## src/rtl/inst_fetch_pkg.sv

```systemverilog
// Shared definitions for the instruction fetch unit: state encoding and fetch constants.
package inst_fetch_pkg;

    typedef enum logic [1:0] {
        ST_EMPTY = 2'd0,
        ST_FLOW  = 2'd1,
        ST_HOLD  = 2'd2
    } fetch_state_e;

    localparam int unsigned PC_STEP           = 32'd4;
    localparam logic [31:0] DEFAULT_HALT_WORD = 32'h0000_000C;

endpackage

```

## src/rtl/inst_fetch.sv

```systemverilog
// Instruction fetch: owns the PC, drives the synchronous ROM and hands words to decode.
// Optional halt-on-HALT_WORD behaviour is enabled by defining INST_FETCH_HALT_EN.
module inst_fetch
    import inst_fetch_pkg::*;
#(
    parameter int                    ADDR_WIDTH = 32,
    parameter int                    DATA_WIDTH = 32,
    parameter logic [ADDR_WIDTH-1:0] RESET_PC   = '0,
    parameter logic [DATA_WIDTH-1:0] HALT_WORD  = DATA_WIDTH'(DEFAULT_HALT_WORD)
) (
    input  logic                  clk,
    input  logic                  rst,
    output logic [ADDR_WIDTH-1:0] rom_addr,
    input  logic [DATA_WIDTH-1:0] rom_data,
    output logic                  out_valid,
    input  logic                  out_ready,
    output logic [DATA_WIDTH-1:0] out_inst,
    output logic [ADDR_WIDTH-1:0] out_pc,
    input  logic                  redirect_valid,
    input  logic [ADDR_WIDTH-1:0] redirect_pc,
    output logic                  halted
);

`ifdef INST_FETCH_HALT_EN
    localparam logic HALT_EN = 1'b1;
`else
    localparam logic HALT_EN = 1'b0;
`endif

    fetch_state_e          state_q, state_d;
    logic [ADDR_WIDTH-1:0] pc_f_q, pc_f_d;
    logic [ADDR_WIDTH-1:0] pc_d_q, pc_d_d;
    logic [DATA_WIDTH-1:0] hold_inst_q, hold_inst_d;
    logic                  halted_q, halted_d;

    logic [ADDR_WIDTH-1:0] rom_addr_s;
    logic                  issue_s;
    logic                  out_valid_s;
    logic [DATA_WIDTH-1:0] out_inst_s;
    logic                  halt_take_s;

    // Address select, issue decision and the decode-facing view of the current word.
    always_comb begin
        rom_addr_s  = redirect_valid ? {redirect_pc[ADDR_WIDTH-1:2], 2'b00} : pc_f_q;
        issue_s     = redirect_valid |
                      (~halted_q & ((state_q == ST_EMPTY) | out_ready));
        out_valid_s = (state_q == ST_FLOW) | (state_q == ST_HOLD);
        out_inst_s  = (state_q == ST_FLOW) ? rom_data : hold_inst_q;
        halt_take_s = HALT_EN & out_valid_s & out_ready & (out_inst_s == HALT_WORD);
    end

    // Next-state logic: PC advance on issue, hold capture on stall, redirect overrides all.
    always_comb begin
        state_d     = state_q;
        pc_f_d      = pc_f_q;
        pc_d_d      = pc_d_q;
        hold_inst_d = hold_inst_q;
        halted_d    = halted_q;

        if (issue_s) begin
            pc_d_d = rom_addr_s;
            pc_f_d = rom_addr_s + ADDR_WIDTH'(PC_STEP);
        end else begin
            pc_d_d = pc_d_q;
            pc_f_d = pc_f_q;
        end

        if (redirect_valid) begin
            state_d  = ST_FLOW;
            halted_d = 1'b0;
        end else if (halt_take_s) begin
            // The word fetched behind the halt word is dropped.
            state_d  = ST_EMPTY;
            halted_d = 1'b1;
        end else begin
            case (state_q)
                ST_EMPTY: begin
                    state_d = issue_s ? ST_FLOW : ST_EMPTY;
                end
                ST_FLOW: begin
                    if (out_ready) begin
                        state_d = issue_s ? ST_FLOW : ST_EMPTY;
                    end else begin
                        hold_inst_d = rom_data;
                        state_d     = ST_HOLD;
                    end
                end
                ST_HOLD: begin
                    if (out_ready) begin
                        state_d = issue_s ? ST_FLOW : ST_EMPTY;
                    end else begin
                        state_d = ST_HOLD;
                    end
                end
                default: begin
                    state_d = ST_EMPTY;
                end
            endcase
        end
    end

    // State and PC registers.
    always_ff @(posedge clk or posedge rst) begin
        if (rst) begin
            state_q     <= ST_EMPTY;
            pc_f_q      <= RESET_PC;
            pc_d_q      <= '0;
            hold_inst_q <= '0;
            halted_q    <= 1'b0;
        end else begin
            state_q     <= state_d;
            pc_f_q      <= pc_f_d;
            pc_d_q      <= pc_d_d;
            hold_inst_q <= hold_inst_d;
            halted_q    <= halted_d;
        end
    end

    assign rom_addr  = rom_addr_s;
    assign out_valid = out_valid_s;
    assign out_inst  = out_inst_s;
    assign out_pc    = pc_d_q;
    assign halted    = halted_q;

endmodule

```

## config.mk

```make
export PLATFORM = sky130hd
export DESIGN_NAME = inst_fetch
export DESIGN_NICKNAME = d
export VERILOG_FILES = /design/src/rtl/inst_fetch_pkg.sv /design/src/rtl/inst_fetch.sv
export SDC_FILE = /design/constraint.sdc
export NUM_CORES = 1
export LEC_CHECK = 0
export CORE_MARGIN = 5
export CORE_UTILIZATION = 43
export CTS_CLUSTER_SIZE = 24
export DETAILED_ROUTE_END_ITERATION = 10
export PLACE_DENSITY_LB_ADDON = 0.12
export SYNTH_ARGS = -nofsm -noshare
export SYNTH_HDL_FRONTEND = slang
export SYNTH_SLANG_ARGS = --single-unit
```

## constraint.sdc

```tcl
create_clock -name clk -period 3.1 [get_ports clk]
set_input_delay 0.465 -clock clk [delete_from_list [all_inputs] [get_ports clk]]
set_output_delay 0.465 -clock clk [all_outputs]
set_load 0.005 [all_outputs]
```

==> results of run 1 <==
power breakdown:
group / switching, mW / internal (mW)
combinational: 0.576 / 0.878
sequential: 0.175 / 1.53
clock: 0.493 / 0.815
total: 1.24 / 3.23
logic make-up (layout without fill, tap and decap cells):
kind of cell	count (synthesis)	count (layout)	synth area share (%)
AND/OR/NAND/NOR	178	178	17.2
flip-flops	96	96	45.5
multiplexers	93	93	19.3
AO/OA/AOI/OAI	80	80	9.38
buffers and inverters	59	226	5.00
XOR/XNOR	16	16	2.65
adder cells (fa/ha/maj)	4	4	0.947
other	1	1	0.0710
worst paths after layout:
check                                  startpoint                      to  slack (ns)  depth (start not counted)
max in group asynchronous                     rst  out_pc[31]$_DFFE_PP0N_        1.82                          3
min in group asynchronous                     rst  out_pc[13]$_DFFE_PP0N_        0.58                          2
max                          state_q[1]$_DFF_PP0_            out_inst[10]        0.45                          5
max reg2reg                 pc_f_q[2]$_DFFE_PP0N_  pc_f_q[28]$_DFFE_PP0N_        0.81                          7
min reg2reg                out_pc[27]$_DFFE_PP0N_  out_pc[27]$_DFFE_PP0N_        0.49                          1
min                        out_pc[27]$_DFFE_PP0N_  out_pc[27]$_DFFE_PP0N_        0.49                          1
flip-flops by register name (all words and copies together) (netlist names):
name	count
hold_inst_q	32
state_q	2
out_pc	30
pc_f_q	32
critical path, stage by stage, from the launching register on:
cell and delay, ns:
dfrtp_1 0.38, inv_1 0.08, ha_1 0.14, buf_4 0.36
mux2_2 0.38, clkdlybuf4s50_1 0.47
layout make-up:
class                           instances  area (µm²)  area share (%)
Clock buffer                           10         239            3.19
Sequential cell                        96        2400            32.1
Clock inverter                          6         115            1.54
Inverter                               26         100            1.34
Tap cell                              147         184            2.46
Timing Repair Buffer                  184        1820            24.3
Multi-Input combinational cell        372        2630            35.1
per-layer routing:
layer	GRT usage, %	routed length [µm]
met5	0	0
met2	33.3	7020
met3	3.93	846
met1	26.6	6260
met4	7.79	353
cell usage in the layout (no fill, tap or decap), drive strengths merged, types with 5 or more instances in the layout:
master / instances
a21oi: 44
a22oi: 5
and3: 7
buf: 23
clkbuf: 10
clkdlybuf4s50: 161
dfrtp: 96
inv: 27
mux2: 70
mux2i: 23
nand2: 34
nand3: 19
nand3b: 11
nand4: 12
nand4b: 5
nor2: 61
nor3: 6
o31ai: 8
xnor2: 14
==> flow_summary.yaml, run 1 <==
run_status:
  status: "completed"
routing:
  wl_mm: 14.5
  first_pass_iters: 5
  ant_nets: 0
  drc: 0
  drt_iter0_markers: 191
  vias: 4585
  routed_via_density: 5.45
  wl_per_cell_um: 17.2
synth:
  ys_seq_elements: 96
  syn_area_um2: 5280
  synth.net_count: 599
  yosys_warnings: 0
  synthArstFlopShare_pct: 100
  synth_top_area_share_pct: 45.5
  syn_inst: 527
  synth_most_common_cell: "dfrtp_1"
  yosys.cell_types.count: 51
  ys_seq_area_share_pct: 45.5
  synth_common_cells: "96 x dfrtp_1, 70 x mux2_2, 61 x nor2_1"
  synth_edf_count: 0
  postSynthAreaPerCell_um2: 10.0
  synth_top_cell_by_area: "dfrtp_1"
  synth-main-ff-cell: "dfrtp_1"
  ys_top_cells_by_area: "dfrtp_1 45%, mux2_2 15%, mux2i_1 4.4%"
timing:
  slew_headroom_pct: 46.7
  setup_slack_ns: 0.451
  setup_viol: 0
  finalMaxSlewViolations: 0
  final.period_utilization_pct: 85.4
  rsz0062_at_grt: "no"
  timing_worst_slew_pin_value_ns: 0.799
  fmax_mhz: 378
  whs_ns: 0.494
  fin_worst_skew_ns: 0.00619
  setup_tns_ns: 0
  period_minus_slack_ns: 2.65
  hold_violations: 0
floorplan:
  fp.dieW_um: 121
  die_area_um2: 14600
  io_pins: 166
  core_um2: 12000
  core.rowCount: 40
  initial_core_util_pct: 44.0
  fp.dieH_um: 121
clock_network:
  clk_path_buf_depth: 2
  clk_latency_ns: 0.35
  post_cts_buffers: 0
  cts_hold_buf: 0
  path_clk_slew_ns: 0.07
  cts_buffers: 9
  postCtsResizedCells: 0
  cts.sinks: 96
  tritoncts: "yes"
  cts-root-buf: "clkbuf_16"
  htree_levels: 3
layout:
  fin_util_pct: 62.4
  fin_nets: 761
  antenna_cells: 0
  syn2layout_area_growth_pct: 41.8
  layout.cells.non_filler: 841
  drive_above_1_share_pct: 16.7
  fill_cells: 1039
  fin_area_um2: 7490
grt:
  grt_pass1_wl_mm: 23.7
  antenna_found_initial: 0
  grt_pass1_vias: 4672
  grt.overflow.total: 0
  grt_start_max_net_pins: 56
  grtUsageTotal_pct: 20.3
hold_path:
  min_path_type: "reg -> reg"
critical_path:
  critPathRequiredTime_ns: 2.63
  critical_path_class: "reg -> out"
  startpoint_type: "flip-flop"
  crit_arrival_ns: 2.18
  endpoint_kind: "output pin"
  cp_max_fo: 33
place:
  dp_slack_ns: 0.228
  placedCellCount: 825
  place_hpwl_mm: 10.8
  place_area_um2: 7140
  gp_congestion: 0.895
  numPortBuffers: 162
pwr:
  power_density_nw_per_um2: 597
  leakage_nw: 3.17
  p_total_mw: 4.47
  vdd_drop_max_mv: 0.274
flow_run:
  cap_violations: 0
(Power assumes the default switching activity.)
==> inputs of run 2 (changes only) <==
CTS_CLUSTER_SIZE = not set   (was 24)
MAX_ROUTING_LAYER = met4   (was not set)
==> run 2 against run 1 <==
  * Sequential cell count unchanged
  * Wire length rose by 0.19%
  * Critical path depth unchanged
  * Clock power about the same
  * Register-to-register slack about the same
  * Critical endpoint unchanged
  * Highest routed layer unchanged
==> flow_summary.yaml, run 2 (synthesized netlist as in run 1, its figures left out) <==
layout:
  fin_nets: 761
  final_common_cell: "clkdlybuf4s50_1"
  drive_above_1_share_pct: 16.7
  fin_util_pct: 62.4
  final_cell_mix: "161 x clkdlybuf4s50_1, 96 x dfrtp_1, 70 x mux2_2"
  antenna_cells: 0
  syn2layout_area_growth_pct: 41.8
grt:
  grt_pass1_vias: 4673
  grt_pass1_wl_mm: 23.7
  grtUsageTotal_pct: 20.9
  grt_start_max_net_pins: 56
  antenna_found_initial: 0
  grt.overflow.total: 0
pwr:
  vdd_drop_max_mv: 0.274
  power_density_nw_per_um2: 597
  p_total_mw: 4.47
  leakage_nw: 3.17
clock_network:
  htree_levels: 3
  tritoncts: "yes"
  postCtsResizedCells: 0
  clk_latency_ns: 0.35
  path_clk_slew_ns: 0.07
  cts_hold_buf: 0
  post_cts_buffers: 0
  cts_buffers: 9
  clk_path_buf_depth: 2
  cts.sinks: 96
  cts-root-buf: "clkbuf_16"
floorplan:
  core.rowCount: 40
  core_um2: 12000
  io_pins: 166
  die_area_um2: 14600
  initial_core_util_pct: 44.0
  fp.dieW_um: 121
  fp.dieH_um: 121
flow_run:
  cap_violations: 0
routing:
  vias: 4567
  ant_nets: 0
  drt_iter0_markers: 217
  first_pass_iters: 4
  drc: 0
  routed_via_density: 5.43
  wl_per_cell_um: 17.2
  wl_mm: 14.5
critical_path:
  endpoint_kind: "output pin"
  cp_max_fo: 33
  critical_path_class: "reg -> out"
  startpoint_type: "flip-flop"
  crit_arrival_ns: 2.18
  critPathRequiredTime_ns: 2.63
timing:
  fmax_mhz: 378
  hold_violations: 0
  final.period_utilization_pct: 85.4
  timing_worst_slew_pin_value_ns: 0.798
  rsz0062_at_grt: "no"
  setup_viol: 0
  fin_worst_skew_ns: 0.00564
  setup_tns_ns: 0
  setup_slack_ns: 0.454
  period_minus_slack_ns: 2.65
  slew_headroom_pct: 46.8
  whs_ns: 0.494
  finalMaxSlewViolations: 0
hold_path:
  min_path_type: "reg -> reg"
place:
  place_hpwl_mm: 10.8
  numPortBuffers: 162
  dp_slack_ns: 0.228
  gp_congestion: 0.910
run_status:
  status: "completed"
## run 2: critical path, stage by stage (launching register included)
cell             delay (ns)
dfrtp_1                0.38
inv_1                  0.08
ha_1                   0.14
buf_4                  0.36
mux2_2                 0.38
clkdlybuf4s50_1        0.47
## run 2: final timing paths
| path | start | endpoint | slack, ns | cells after the start |
|---|---|---|---|---|
| max | state_q[1]$_DFF_PP0_ | out_inst[10] | 0.45 | 5 |
| min | out_pc[27]$_DFFE_PP0N_ | out_pc[27]$_DFFE_PP0N_ | 0.49 | 1 |
| max reg2reg | pc_f_q[2]$_DFFE_PP0N_ | pc_f_q[28]$_DFFE_PP0N_ | 0.80 | 7 |
| min reg2reg | out_pc[27]$_DFFE_PP0N_ | out_pc[27]$_DFFE_PP0N_ | 0.49 | 1 |
| max in group asynchronous | rst | out_pc[31]$_DFFE_PP0N_ | 1.82 | 3 |
| min in group asynchronous | rst | hold_inst_q[7]$_DFFE_PP0P_ | 0.57 | 2 |
## run 2: where the power goes
group          internal [mW]  switching [mW]  leakage (nW)
clock network          0.815           0.495         0.169
logic                  0.878           0.576          1.88
registers               1.53           0.175          1.12
total                   3.23            1.25          3.17
## run 2: layer usage
layer	wire length [µm]	track usage, %	vias to the layer above
met1	6390	27.0	2202
met2	6980	33.3	146
li1	-	-	2192
met4	352	7.79	0
met5	0	-	-
met3	782	3.37	27
## run 2: area by class of cell
class	count	area, µm²
Inverter	26	100
Clock inverter	6	115
Multi-Input combinational cell	372	2630
Clock buffer	10	239
Sequential cell	96	2400
Tap cell	147	184
Timing Repair Buffer	184	1820
Fill cell	1039	4520
## run 2: per-stage QoR
stage | area, µm² | instances
finish | 7490 | 841
floorplan | 5290 | 527
global route | 7490 | 841
CTS | 7490 | 841
detailed placement | 7140 | 825
global placement | 7140 | 825
==> inputs of run 3 (changes only) <==
CORE_UTILIZATION = 50   (was 43)
TNS_END_PERCENT = 10   (was not set)
clock period = 3.3 ns   (was 3.1 ns; I/O delays follow)
==> run 3 against run 2 <==
  * Sequential share of layout area increased by 0.83 points
  * Wire length decreased by 3.6%
  * Largest power group unchanged
  * Global-route usage increased by 1.6 points
==> flow_summary.yaml, run 3 (synthesized netlist as in run 1, its figures left out) <==
clock_network:
  tritoncts: "yes"
  cts_hold_buf: 0
  clk_latency_ns: 0.36
  htree_levels: 3
  cts.sinks: 96
  postCtsResizedCells: 0
  post_cts_buffers: 0
  cts-root-buf: "clkbuf_8"
  clk_path_buf_depth: 2
  path_clk_slew_ns: 0.09
  cts_buffers: 9
floorplan:
  fp.dieW_um: 113
  io_pins: 166
  core_um2: 10300
  initial_core_util_pct: 51.2
  core.rowCount: 37
  die_area_um2: 12700
  fp.dieH_um: 113
layout:
  layout.cells.non_filler: 827
  fin_nets: 758
  final_cell_mix: "161 x clkdlybuf4s50_1, 96 x dfrtp_1, 70 x mux2_2"
  final_common_cell: "clkdlybuf4s50_1"
  fill_cells: 813
  seqCellArea_um2: 2400
  fin_util_pct: 70.7
  syn2layout_area_growth_pct: 38.2
  drive_above_1_share_pct: 16.1
  multi_input_area_um2: 2630
  antenna_cells: 0
critical_path:
  startpoint_type: "primary input"
  cp_max_fo: 23
  crit_top_cell: "buf_4"
  rrSetupSlack_ns: 0.91
  critical_path_class: "in -> out"
  crit_arrival_ns: 2.28
  critPathRequiredTime_ns: 2.80
  r2r-end: "pc_f_q[28]$_DFFE_PP0N_"
  ff2ff_path_depth: 5
  endpoint_kind: "output pin"
  crit_chain: "buf_2 > buf_4 > buf_4 > mux2i_1 > buf_4 > inv_1 > clkdlybuf4s50_1"
  reg2reg_from: "pc_f_q[16]$_DFFE_PP0N_"
  slowest_delay_ns: 0.46
  crit_path_top_delay_cell: "clkdlybuf4s50_1"
grt:
  grt_pass1_vias: 4553
  antenna_found_initial: 0
  grt.overflow.total: 0
  grtUsageTotal_pct: 22.6
  grt_pass1_wl_mm: 22.7
  grt_start_max_net_pins: 58
timing:
  slew_headroom_pct: 52.9
  setup_viol: 0
  rsz0062_at_grt: "no"
  hold_violations: 0
  finalMaxSlewViolations: 0
  period_minus_slack_ns: 2.77
  timing_worst_slew_pin_value_ns: 0.706
  whs_ns: 0.500
  setup_tns_ns: 0
  fin_worst_skew_ns: 0.0116
  fmax_mhz: 361
  final.period_utilization_pct: 84.1
routing:
  drt_iter0_markers: 241
  wl_mm: 14.0
  routed_via_density: 5.44
  first_pass_iters: 4
  ant_nets: 0
  drc: 0
  vias: 4502
  wl_per_cell_um: 16.9
pwr:
  power_density_nw_per_um2: 521
  leakage_nw: 3.09
  vdd_drop_max_mv: 0.260
  p_total_mw: 3.81
place:
  placedCellCount: 811
  gp_congestion: 0.866
  place_hpwl_mm: 10.6
  numPortBuffers: 162
hold_path:
  holdPathEnd: "pc_f_q[31]$_DFFE_PP0N_"
  worstHoldStart: "pc_f_q[31]$_DFFE_PP0N_"
  min_path_type: "reg -> reg"
  hold_depth: 2
flow_run:
  cap_violations: 0
run_status:
  status: "completed"
run 3: cell count changes in the layout (fill, tap and decap cells not counted):
| cell | change |
|---|---|
| clkbuf_16 | -9 |
| clkbuf_8 | +8 |
| buf_4 | -2 |
| a21oi_1 | +1 |
| a21oi_2 | -1 |
| buf_12 | -1 |
| bufinv_16 | -1 |
| clkbuf_1 | +1 |
| clkinv_2 | +1 |
| clkinv_4 | -1 |
| inv_6 | +1 |
run 3: metal layers:
layer / wire length, µm / track usage, %
met1: 6050 / 28.6
met2: 6930 / 36.7
met3: 714 / 3.85
met4: 289 / 7.85
met5: 0 / -
run 3: cell type report:
cell class	count	area share, %
multi-input combinational	372	36.0
sequential	96	32.9
timing repair buffer	181	24.4
tap	136	2.33
clock buffer	10	1.75
inverter	26	1.37
clock inverter	6	1.23
run 3: through the flow:
| stage | setup WS, ns | cell area (µm²) |
|---|---|---|
| final | 0.526 | 7300 |
| after floorplan | 0.130 | 5280 |
| after global routing | 0.376 | 7300 |
| after CTS | 0.522 | 7300 |
| after detailed placement | 0.323 | 7080 |
| after global placement | 0.392 | 7080 |
run 3: worst max path at each step:
stage | cells past startpoint | slack [ns] | startpoint | end
after CTS | 7 | 0.52 | redirect_valid | rom_addr[26]
after global placement | 6 | 0.39 | redirect_pc[17] | pc_f_q[28]$_DFFE_PP0N_
after detailed placement | 6 | 0.32 | redirect_pc[17] | pc_f_q[28]$_DFFE_PP0N_
after global routing | 7 | 0.38 | redirect_valid | rom_addr[26]
after floorplan | 11 | 0.13 | redirect_valid | pc_f_q[28]$_DFFE_PP0N_
final | 7 | 0.53 | redirect_valid | rom_addr[26]
run 3: critical path, delay by kind of cell:
kind	cells	cell delay, ns
multiplexers	1	0.21
buffers and inverters	6	1.56
run 3: power breakdown:
part | switching, mW | internal [mW]
Clock | 0.421 | 0.432
Combinational | 0.536 | 0.818
Sequential | 0.162 | 1.44
Total | 1.12 | 2.69
